<file path="src/rtl/cix32_hazard_ctrl_pkg.sv">
// cix32_hazard_ctrl_pkg: shared types, widths and the stall-vector helper for the hazard unit.
package cix32_hazard_ctrl_pkg;

    localparam int HZ_REG_ADDR_W = 4;
    localparam int HZ_MC_LAT_W   = 6;
    localparam int HZ_PERF_W     = 32;

    typedef enum logic {HZ_IDLE, HZ_MC_WAIT} hz_state_t;

    typedef struct packed {
        logic stall_fetch;
        logic stall_decode;
        logic stall_execute;
        logic stall_memory;
        logic flush;
    } hz_ctrl_t;

    // Stalls are expressed as a depth from fetch so the upstream-monotonic property holds by construction.
    function automatic hz_ctrl_t hz_ctrl(input logic [2:0] depth, input logic flush);
        hz_ctrl_t c;
        c.stall_fetch   = depth >= 3'd1;
        c.stall_decode  = depth >= 3'd2;
        c.stall_execute = depth >= 3'd3;
        c.stall_memory  = depth >= 3'd4;
        c.flush         = flush;
        return c;
    endfunction

endpackage

</file>
<file path="src/rtl/cix32_hazard_ctrl_if.sv">
// cix32_hazard_ctrl_if: pipeline-side request and stall/flush/perf bundle of the hazard unit.
interface cix32_hazard_ctrl_if #(
    parameter int REG_ADDR_W = cix32_hazard_ctrl_pkg::HZ_REG_ADDR_W,
    parameter int MC_LAT_W   = cix32_hazard_ctrl_pkg::HZ_MC_LAT_W,
    parameter int PERF_W     = cix32_hazard_ctrl_pkg::HZ_PERF_W
);
    logic                  id_valid;
    logic [REG_ADDR_W-1:0] id_rs1;
    logic [REG_ADDR_W-1:0] id_rs2;
    logic                  id_rs1_used;
    logic                  id_rs2_used;
    logic                  ex_valid;
    logic [REG_ADDR_W-1:0] ex_rd;
    logic                  ex_is_load;
    logic                  ex_mc_start;
    logic [MC_LAT_W-1:0]   ex_mc_lat;
    logic                  ex_redirect;
    logic                  mem_req;
    logic                  mem_ready;
    logic                  stall_fetch;
    logic                  stall_decode;
    logic                  stall_execute;
    logic                  stall_memory;
    logic                  flush_pipeline;
    logic                  hz_busy;
    logic [PERF_W-1:0]     perf_stall_cycles;
    logic [PERF_W-1:0]     perf_flushes;

    modport master (
        output id_valid, id_rs1, id_rs2, id_rs1_used, id_rs2_used,
        output ex_valid, ex_rd, ex_is_load, ex_mc_start, ex_mc_lat, ex_redirect,
        output mem_req, mem_ready,
        input  stall_fetch, stall_decode, stall_execute, stall_memory, flush_pipeline,
        input  hz_busy, perf_stall_cycles, perf_flushes
    );

    modport slave (
        input  id_valid, id_rs1, id_rs2, id_rs1_used, id_rs2_used,
        input  ex_valid, ex_rd, ex_is_load, ex_mc_start, ex_mc_lat, ex_redirect,
        input  mem_req, mem_ready,
        output stall_fetch, stall_decode, stall_execute, stall_memory, flush_pipeline,
        output hz_busy, perf_stall_cycles, perf_flushes
    );
endinterface

</file>
<file path="src/rtl/cix32_hazard_ctrl_perf.sv">
// cix32_hazard_perf: free-running wrap-around stall-cycle and flush-event counters.
module cix32_hazard_perf #(
    parameter int PERF_W = 32
) (
    input  logic              clk,
    input  logic              rst_n,
    input  logic              stall_en,
    input  logic              flush_en,
    output logic [PERF_W-1:0] stall_cycles,
    output logic [PERF_W-1:0] flushes
);
    always_ff @(posedge clk or negedge rst_n) begin
        if (!rst_n) begin
            stall_cycles <= '0;
            flushes      <= '0;
        end else begin
            stall_cycles <= stall_cycles + PERF_W'(stall_en);
            flushes      <= flushes + PERF_W'(flush_en);
        end
    end
endmodule

</file>
<file path="src/rtl/cix32_hazard_ctrl.sv">
// cix32_hazard_ctrl: load-use, multi-cycle, memory-wait and redirect stall/flush control for the 5-stage core.
module cix32_hazard_ctrl
    import cix32_hazard_ctrl_pkg::*;
#(
    parameter int REG_ADDR_W = HZ_REG_ADDR_W,
    parameter int MC_LAT_W   = HZ_MC_LAT_W,
    parameter int PERF_W     = HZ_PERF_W
) (
    input logic                clk,
    input logic                rst_n,
    cix32_hazard_ctrl_if.slave hz
);
    hz_state_t             state, state_n;
    logic [MC_LAT_W-1:0]   cnt, cnt_n;
    logic [REG_ADDR_W-1:0] rs1, rs2, rd;
    logic                  mem_stall, redirect, mc_start, mc_stall, lu_hz;
    hz_ctrl_t              ctrl;

    assign rs1       = hz.id_rs1;
    assign rs2       = hz.id_rs2;
    assign rd        = hz.ex_rd;
    assign mem_stall = hz.mem_req & ~hz.mem_ready;
    assign redirect  = hz.ex_redirect & hz.ex_valid;
    assign mc_start  = hz.ex_valid & hz.ex_mc_start & (hz.ex_mc_lat != '0) & (state == HZ_IDLE);
    assign mc_stall  = (state == HZ_MC_WAIT) | mc_start;
    assign lu_hz     = hz.id_valid & hz.ex_valid & hz.ex_is_load &
                       ((hz.id_rs1_used & (rs1 == rd)) | (hz.id_rs2_used & (rs2 == rd)));

    always_comb begin
        ctrl = !rst_n    ? hz_ctrl(3'd0, 1'b0) :
               mem_stall ? hz_ctrl(3'd4, 1'b0) :
               redirect  ? hz_ctrl(3'd0, 1'b1) :
               mc_stall  ? hz_ctrl(3'd3, 1'b0) :
               lu_hz     ? hz_ctrl(3'd2, 1'b0) :
                           hz_ctrl(3'd0, 1'b0);
    end

    // The start cycle in IDLE already counts as one stall cycle, so MC_WAIT covers the remaining lat-1.
    always_comb begin
        state_n = state;
        cnt_n   = cnt;
        if (!mem_stall) begin
            if (redirect) begin
                state_n = HZ_IDLE;
                cnt_n   = '0;
            end else if (state == HZ_MC_WAIT) begin
                cnt_n   = cnt - 1'b1;
                state_n = (cnt == MC_LAT_W'(1)) ? HZ_IDLE : HZ_MC_WAIT;
            end else if (mc_start) begin
                cnt_n   = hz.ex_mc_lat - 1'b1;
                state_n = (hz.ex_mc_lat == MC_LAT_W'(1)) ? HZ_IDLE : HZ_MC_WAIT;
            end
        end
    end

    always_ff @(posedge clk or negedge rst_n) begin
        if (!rst_n) begin
            state <= HZ_IDLE;
            cnt   <= '0;
        end else begin
            state <= state_n;
            cnt   <= cnt_n;
        end
    end

    assign hz.stall_fetch    = ctrl.stall_fetch;
    assign hz.stall_decode   = ctrl.stall_decode;
    assign hz.stall_execute  = ctrl.stall_execute;
    assign hz.stall_memory   = ctrl.stall_memory;
    assign hz.flush_pipeline = ctrl.flush;
    assign hz.hz_busy        = state != HZ_IDLE;

    cix32_hazard_perf #(.PERF_W(PERF_W)) u_perf (
        .clk          (clk),
        .rst_n        (rst_n),
        .stall_en     (ctrl.stall_fetch),
        .flush_en     (ctrl.flush),
        .stall_cycles (hz.perf_stall_cycles),
        .flushes      (hz.perf_flushes)
    );
endmodule

</file>
<file path="src/flat_wrapper.sv">
// flat-port wrapper written by rule: the top's interface ports become plain ports
module cix32_hazard_ctrl_flat import cix32_hazard_ctrl_pkg::*;
#(
    parameter int REG_ADDR_W = HZ_REG_ADDR_W,
    parameter int MC_LAT_W   = HZ_MC_LAT_W,
    parameter int PERF_W     = HZ_PERF_W
)
  (clk, rst_n, hz_id_valid, hz_id_rs1, hz_id_rs2, hz_id_rs1_used, hz_id_rs2_used, hz_ex_valid, hz_ex_rd, hz_ex_is_load, hz_ex_mc_start, hz_ex_mc_lat, hz_ex_redirect, hz_mem_req, hz_mem_ready, hz_stall_fetch, hz_stall_decode, hz_stall_execute, hz_stall_memory, hz_flush_pipeline, hz_hz_busy, hz_perf_stall_cycles, hz_perf_flushes);
  cix32_hazard_ctrl_if #(.REG_ADDR_W(REG_ADDR_W), .MC_LAT_W(MC_LAT_W), .PERF_W(PERF_W)) hz_i ();
  input logic clk;
  input logic rst_n;
  input wire logic [$bits(hz_i.id_valid)-1:0] hz_id_valid;
  input wire logic [$bits(hz_i.id_rs1)-1:0] hz_id_rs1;
  input wire logic [$bits(hz_i.id_rs2)-1:0] hz_id_rs2;
  input wire logic [$bits(hz_i.id_rs1_used)-1:0] hz_id_rs1_used;
  input wire logic [$bits(hz_i.id_rs2_used)-1:0] hz_id_rs2_used;
  input wire logic [$bits(hz_i.ex_valid)-1:0] hz_ex_valid;
  input wire logic [$bits(hz_i.ex_rd)-1:0] hz_ex_rd;
  input wire logic [$bits(hz_i.ex_is_load)-1:0] hz_ex_is_load;
  input wire logic [$bits(hz_i.ex_mc_start)-1:0] hz_ex_mc_start;
  input wire logic [$bits(hz_i.ex_mc_lat)-1:0] hz_ex_mc_lat;
  input wire logic [$bits(hz_i.ex_redirect)-1:0] hz_ex_redirect;
  input wire logic [$bits(hz_i.mem_req)-1:0] hz_mem_req;
  input wire logic [$bits(hz_i.mem_ready)-1:0] hz_mem_ready;
  output wire logic [$bits(hz_i.stall_fetch)-1:0] hz_stall_fetch;
  output wire logic [$bits(hz_i.stall_decode)-1:0] hz_stall_decode;
  output wire logic [$bits(hz_i.stall_execute)-1:0] hz_stall_execute;
  output wire logic [$bits(hz_i.stall_memory)-1:0] hz_stall_memory;
  output wire logic [$bits(hz_i.flush_pipeline)-1:0] hz_flush_pipeline;
  output wire logic [$bits(hz_i.hz_busy)-1:0] hz_hz_busy;
  output wire logic [$bits(hz_i.perf_stall_cycles)-1:0] hz_perf_stall_cycles;
  output wire logic [$bits(hz_i.perf_flushes)-1:0] hz_perf_flushes;
  assign hz_i.id_valid = hz_id_valid;
  assign hz_i.id_rs1 = hz_id_rs1;
  assign hz_i.id_rs2 = hz_id_rs2;
  assign hz_i.id_rs1_used = hz_id_rs1_used;
  assign hz_i.id_rs2_used = hz_id_rs2_used;
  assign hz_i.ex_valid = hz_ex_valid;
  assign hz_i.ex_rd = hz_ex_rd;
  assign hz_i.ex_is_load = hz_ex_is_load;
  assign hz_i.ex_mc_start = hz_ex_mc_start;
  assign hz_i.ex_mc_lat = hz_ex_mc_lat;
  assign hz_i.ex_redirect = hz_ex_redirect;
  assign hz_i.mem_req = hz_mem_req;
  assign hz_i.mem_ready = hz_mem_ready;
  assign hz_stall_fetch = hz_i.stall_fetch;
  assign hz_stall_decode = hz_i.stall_decode;
  assign hz_stall_execute = hz_i.stall_execute;
  assign hz_stall_memory = hz_i.stall_memory;
  assign hz_flush_pipeline = hz_i.flush_pipeline;
  assign hz_hz_busy = hz_i.hz_busy;
  assign hz_perf_stall_cycles = hz_i.perf_stall_cycles;
  assign hz_perf_flushes = hz_i.perf_flushes;
  cix32_hazard_ctrl #(.REG_ADDR_W(REG_ADDR_W), .MC_LAT_W(MC_LAT_W), .PERF_W(PERF_W)) u_core (.clk(clk), .rst_n(rst_n), .hz(hz_i));
endmodule
</file>
<file path="config.mk">
export PLATFORM = sky130hd
export DESIGN_NAME = cix32_hazard_ctrl_flat
export DESIGN_NICKNAME = d
export VERILOG_FILES = /design/src/rtl/cix32_hazard_ctrl_pkg.sv /design/src/rtl/cix32_hazard_ctrl_if.sv /design/src/rtl/cix32_hazard_ctrl_perf.sv /design/src/rtl/cix32_hazard_ctrl.sv /design/src/flat_wrapper.sv
export SDC_FILE = /design/constraint.sdc
export NUM_CORES = 1
export LEC_CHECK = 0
export ABC_CLOCK_PERIOD_IN_PS = 2650
export CAP_MARGIN = 20
export CORE_MARGIN = 2
export CORE_UTILIZATION = 63
export DETAILED_ROUTE_END_ITERATION = 7
export DONT_BUFFER_PORTS = 1
export GPL_TIMING_DRIVEN = 0
export PLACE_DENSITY = 0.9
export SETUP_SLACK_MARGIN = 0.4
export SLEW_MARGIN = 20
export SYNTH_ARGS = -nofsm -noshare
export SYNTH_HDL_FRONTEND = slang
export SYNTH_SLANG_ARGS = --single-unit
</file>
<file path="constraint.sdc">
create_clock -name clk -period 2.65 [get_ports clk]
set_input_delay 0.53 -clock clk [delete_from_list [all_inputs] [get_ports clk]]
set_output_delay 0.53 -clock clk [all_outputs]
set_load 0.05 [all_outputs]
</file>
-- Word level (Yosys, flattened, before mapping)
Cells that the tools add are included.
- shift-type cells: 0
- bitwise logic cells: 15
- $add $sub $neg: 4
- reductions and logical operators: 3
- $mul: 0
- eq/ne operators: 4
- $lt $le $gt $ge: 0
- div/mod/pow operators: 0
- muxes and demuxes: 13
- operators with widths (kind ; number):
    $add 32x1->32 ; 2
    $mux 5 ; 5
    $mux 6 ; 3
    $eq 6x1->1 const B ; 2
    $sub 6x1->6 const B ; 2
    $and 1x1->1 ; 10
    $eq 4x4->1 ; 2
    $reduce_bool 6->1 ; 1
    $mux 1 ; 5
    $not 1->1 ; 3
    $reduce_bool 3->1 ; 1
    $or 1x1->1 ; 2
    $reduce_and 2->1 ; 1
- memories: 0
- bits in read-only memories: 0
- flip-flop bits (word level): 71
- bits in writable memories: 0
- bits of input ports: 29
- logic and storage cells: 43
- output and inout port bits: 70
- bits in latches: 0

-- Logic depth before layout (Yosys ltp)
- word-level depth: 10
- gate-level depth with buffers: 12
- depth with buffers taken out: 12

-- By module
Synthesis repeated with hierarchy kept, for this count alone.
- cells, all modules: 349
- area, all modules: 3677.3 µm²
- modules (own cells, without submodules) (module ; sequential area each (µm²) ; area an instance (µm²) ; cells an instance ; times used):
    cix32_hazard_perf ; 1601.5 ; 2884.0 ; 256 ; 1
    cix32_hazard_ctrl ; 175.2 ; 793.3 ; 93 ; 1

-- Worst setup path after synthesis
No wires, ideal clock.
- path kind: input to register
- start point: input port hz_ex_mc_lat[0]
- end point: register u_core.u_perf.stall_cycles[22]
- cell stages on the path: 12
- arrival: 3.103 ns
- setup slack: -0.595 ns
- required time: 2.509 ns
- buffers on the path: 0
- setup time: 0.141 ns
- cell sequence: inv_1 > ha_1 > a21oi_2 > o311a_2 > a31o_2 > ha_1 > ha_1 > inv_1 > nor4_2 > and2_1 > nand4_1 > xnor2_1
- word-level cells in the longest chain between the ends: 9
- ends and longest elaborated chain (element ; line ; RTL):
    from (decl) ; flat_wrapper.sv:21 ; input wire logic [$bits(hz_i.ex_mc_lat)-1:0] hz_ex_mc_lat;
    $reduce_bool 6->1 ; cix32_hazard_ctrl.sv:24 ; assign mc_start = hz.ex_valid & hz.ex_mc_start & (hz.ex_mc_lat != '0) & (state == HZ_IDLE);
    $and 1x1->1 (2 in a row) ; cix32_hazard_ctrl.sv:24 ;
    $or 1x1->1 ; cix32_hazard_ctrl.sv:25 ; assign mc_stall = (state == HZ_MC_WAIT) | mc_start;
    $mux 5 ; cix32_hazard_ctrl.sv:33 ; mc_stall ? hz_ctrl(3'd3, 1'b0) :
    $mux 5 ; cix32_hazard_ctrl.sv:32 ; redirect ? hz_ctrl(3'd0, 1'b1) :
    $mux 5 ; cix32_hazard_ctrl.sv:31 ; mem_stall ? hz_ctrl(3'd4, 1'b0) :
    $mux 5 ; cix32_hazard_ctrl.sv:30 ; ctrl = !rst_n ? hz_ctrl(3'd0, 1'b0) :
    $add 32x1->32 ; cix32_hazard_ctrl_perf.sv:17 ; stall_cycles <= stall_cycles + PERF_W'(stall_en);
    to (signal assigned) ; cix32_hazard_ctrl_perf.sv:17 ;
    to (decl) ; cix32_hazard_ctrl_perf.sv:9 ; output logic [PERF_W-1:0] stall_cycles,
No other way between the ends.
A chain may end at the register's enable or synchronous reset.

-- Worst setup path in the final report
- start point: register u_core.state (netlist: u_core.hz.hz_busy)
- end point: register u_core.u_perf.stall_cycles[18]
- word-level cells in the longest chain between the ends: 8
- ends and longest elaborated chain (element ; line ; RTL):
    from (decl) ; cix32_hazard_ctrl.sv:13 ; hz_state_t state, state_n;
    from (signal assigned) ; cix32_hazard_ctrl.sv:61 ; state <= state_n;
    $not 1->1 ; cix32_hazard_ctrl.sv:24 ;
    $and 1x1->1 ; cix32_hazard_ctrl.sv:24 ;
    $or 1x1->1 * ; cix32_hazard_ctrl.sv:25 ;
    $mux 5 * ; cix32_hazard_ctrl.sv:33 ;
    $mux 5 * ; cix32_hazard_ctrl.sv:32 ;
    $mux 5 * ; cix32_hazard_ctrl.sv:31 ;
    $mux 5 * ; cix32_hazard_ctrl.sv:30 ;
    $add 32x1->32 * ; cix32_hazard_ctrl_perf.sv:17 ;
Every way passes the cells marked *; elsewhere a longest branch is shown, timed or not.

==> flow_summary.toml <==
[run_status]
status = "finished clean"

[synthesis]
synth_flop_cell = "dfrtp_1"
synth.most_common_cell = "dfrtp_1"
synth-seq-area-share = 0.497
yosysTopAreaCell = "dfrtp_1"
synth_area_per_cell_um2 = 10.9
syn_area_um2 = 3570
ys_async_sr_fraction = 1.00
ys_types = 46
synth_top_cells_by_count = "dfrtp_1, xnor2_1, nand2_1, xor2_1, nand3_1"
syn_inst = 327
ys_warn_count = 0
synth_seq_cells = 71
yosysTopAreaCellShare = 0.497
synth-edff-count = 0
yosys-top-cells-area = "dfrtp_1, xnor2_1, xor2_1, nand2_1, nand3_1"
synth_nets = 364

[worst_hold_path]
hp-class = "in -> async"

[floorplan]
fp.dieH_um = 79.3
initial_core_util = 0.649
die_w_um = 79.3
core-area_um2 = 5510
die_area_um2 = 6290
ios = 99
rows = 27

[layout]
final_nets = 392
fill_cells = 313
drive_above_1_share = 0.278
antennaDiodeCount = 0
stdcell_area_um2 = 4380
syn2layout_area_growth_pct = 22.6

[job]
max_cap_viol_count = 0

[route]
first_iter_violations = 101
routed-via-count = 2581
drt_wl_total_mm = 8.13
dr.pass1.iters = 4
avgViaCountPerCell = 5.97
wl_per_cell_um = 18.8
ant_nets = 0
post-route-drc-count = 0

[power_and_ir_drop]
p_int_w = 0.00201
combinationalPowerShare = 0.164
pwr-share-seq = 0.535
power.share.clock = 0.301
leakagePower_nw = 2.00
power_density_nw_per_um2 = 729
ir_worst_vdd_v = 0.000650
power_w = 0.00319
swShare = 0.369
p_switching_w = 0.00118

[critical_path]
crit_arrival_ns = 2.77
crit_family = "compound AO/OA/AOI/OAI gates"
startpoint = "u_core.hz.hz_busy$_DFFE_PN0N_"
cp_common_cell = "ha_4"
crit_path_max_incr_delay_ns = 0.53
required_ns = 2.84
slowest_stage = "dfrtp_2"
path_class = "reg -> reg"
path_cells = "buf_6 -> o311a_4 -> a31o_4 -> ha_4 -> ha_4 -> inv_4 -> nor4_4 -> and2_4 -> and3_4 -> xor2_1"
critical_path.endpoint_type = "flip-flop"
critPathMaxFanout = 5
crit_buf_inv = 2
cp-start-kind = "flip-flop"
worstReg2RegStart = "u_core.hz.hz_busy$_DFFE_PN0N_"

[global_route]
grt_util_all_layers = 0.257
grt_pass1_wl_mm = 12.3
grt_max_degree = 72
antenna_found_initial = 0
grt_pass1_vias = 2610
gr-total-overflow = 0

[placement]
place_ws_ns = -0.325
port_buffers = 0
place_area_um2 = 3780
dp_hpwl_mm = 5.23
gp_congestion = 0.894

[clocking]
cts_max_path_buffers = 2
h-tree-depth = 3
numCtsBuffers = 9
path_clk_slew_ns = 0.08
cts_sinks = 71
cts_root_buf = "clkbuf_8"
cts_tree = "yes"
worstSkewPairLatency_ns = 0.34

[sta]
fin_ws_ns = 0.0738
timing.final.crit_share = 0.972
tns_ns = 0
final-setup-viol-count = 0
worst_slew_pin_slew_ns = 0.751
fin_worst_skew_ns = 0.0121
rsz0062_at_grt = "yes"
fin_crit_ns = 2.58
hold_ws_ns = 0.0692
clock.fmax_ghz = 0.388
slew_headroom = 0.499
finalHoldViolations = 0
slew_viol_final = 0
## cell type report
class                           count  area, µm²  share of cell area
Timing Repair Buffer               17        181              0.0414
Tap cell                           72       90.1              0.0206
Buffer                              5       31.3             0.00714
Clock buffer                       11        141              0.0323
Sequential cell                    71       1790               0.409
Multi-Input combinational cell    245       2040               0.465
Inverter                            6       25.0             0.00571
Clock inverter                      5       81.3              0.0186
## sequential cells by signal (all words and copies together), names as in the netlist
signal / flops
u_core.u_perf.stall_cycles: 32
u_core.u_perf.flushes: 32
u_core.cnt: 6
u_core.hz.hz_busy: 1
## worst register-to-register path: stages (launching register included)
cell     delay (ns)
dfrtp_2        0.53
buf_6          0.17
o311a_4        0.46
a31o_4         0.31
ha_4           0.20
ha_4           0.17
inv_4          0.06
nor4_4         0.04
and2_4         0.17
and3_4         0.18
xor2_1         0.14
## final timing paths
check | to | slack [ns] | cells after the start
max reg2reg | u_core.u_perf.stall_cycles[18]$_DFF_PN0_ | 0.07 | 10
min reg2reg | u_core.cnt[1]$_DFFE_PN0P_ | 0.58 | 2
max | u_core.u_perf.stall_cycles[18]$_DFF_PN0_ | 0.07 | 10
min | u_core.u_perf.flushes[17]$_DFF_PN0_ | 0.07 | 1
min in group clk | u_core.cnt[1]$_DFFE_PN0P_ | 0.45 | 3
max in group asynchronous | u_core.u_perf.flushes[3]$_DFF_PN0_ | 2.27 | 1
## power groups by stage
stage	Combinational (W)	Clock [W]	Sequential (W)
2_1_floorplan	0.000365	0	0.00165
3_3_place_gp	0.000407	0	0.00170
3_5_place_dp	0.000431	0	0.00171
4_1_cts	0.000492	0.000971	0.00169
5_1_grt	0.000592	0.00103	0.00173
6_report	0.000524	0.000961	0.00171
## layout by cell type (no fill, tap or decap), types with 2 or more instances in the layout
| cell type | count |
|---|---|
| dfrtp_1 | 59 |
| xnor2_1 | 42 |
| nand2_1 | 29 |
| xor2_1 | 25 |
| nand3_1 | 16 |
| dfrtp_2 | 12 |
| nor3_1 | 10 |
| buf_6 | 10 |
| clkbuf_8 | 10 |
| and3_1 | 9 |
| nand4_1 | 9 |
| nor2_1 | 9 |
| buf_4 | 8 |
| and2_1 | 7 |
| o21ai_0 | 6 |
| inv_1 | 5 |
| nor4_4 | 5 |
| nand3_2 | 5 |
| and3_4 | 4 |
| and4_1 | 4 |
| and2_4 | 4 |
| nand2_2 | 4 |
| xnor2_2 | 4 |
| a21oi_1 | 4 |
| ha_4 | 4 |
| nand4_4 | 3 |
| nor3_2 | 3 |
| nand3_4 | 3 |
| clkbuf_1 | 3 |
| ha_1 | 3 |
| nor4_1 | 2 |
| nand2_4 | 2 |
| nor2_4 | 2 |
| mux2i_1 | 2 |
| nor3b_1 | 2 |
| o221ai_1 | 2 |
| bufinv_16 | 2 |
## kinds of logic (layout without fill, tap and decap cells)
logic type      Yosys count  after routing  synth area share
simple gates            142            142             0.238
mux                       2              2           0.00560
xor+xnor                 72             72             0.176
flops                    71             71             0.497
compound gates           21             21            0.0399
buf+inv                  11             44            0.0151
fa+ha+maj                 8              8            0.0280
## per-stage QoR
step            util  std cells
2_1_floorplan      -        327
6_report       0.796        432
4_1_cts        0.762        426
3_5_place_dp   0.687        399
5_1_grt        0.796        432
3_3_place_gp   0.687        399
## per-layer routing
| layer | vias to the layer above | GRT usage | wire (µm) |
|---|---|---|---|
| met5 | - | 0 | 0 |
| met4 | 0 | 0.105 | 100 |
| met3 | 9 | 0.0534 | 482 |
| met2 | 99 | 0.442 | 4220 |
| met1 | 1269 | 0.314 | 3320 |
| li1 | 1204 | - | - |
## what timing repair did
| item | CTS | global route |
|---|---|---|
| endpoints found under the setup margin | 29 | 39 |
| pin swaps | 9 | 12 |
| hold buffers | 1 | 0 |
| setup buffers | 10 | 6 |
| gates resized for setup | 20 | 37 |
| hold endpoints to repair | 71 | 0 |
(Power assumes the default switching activity.)
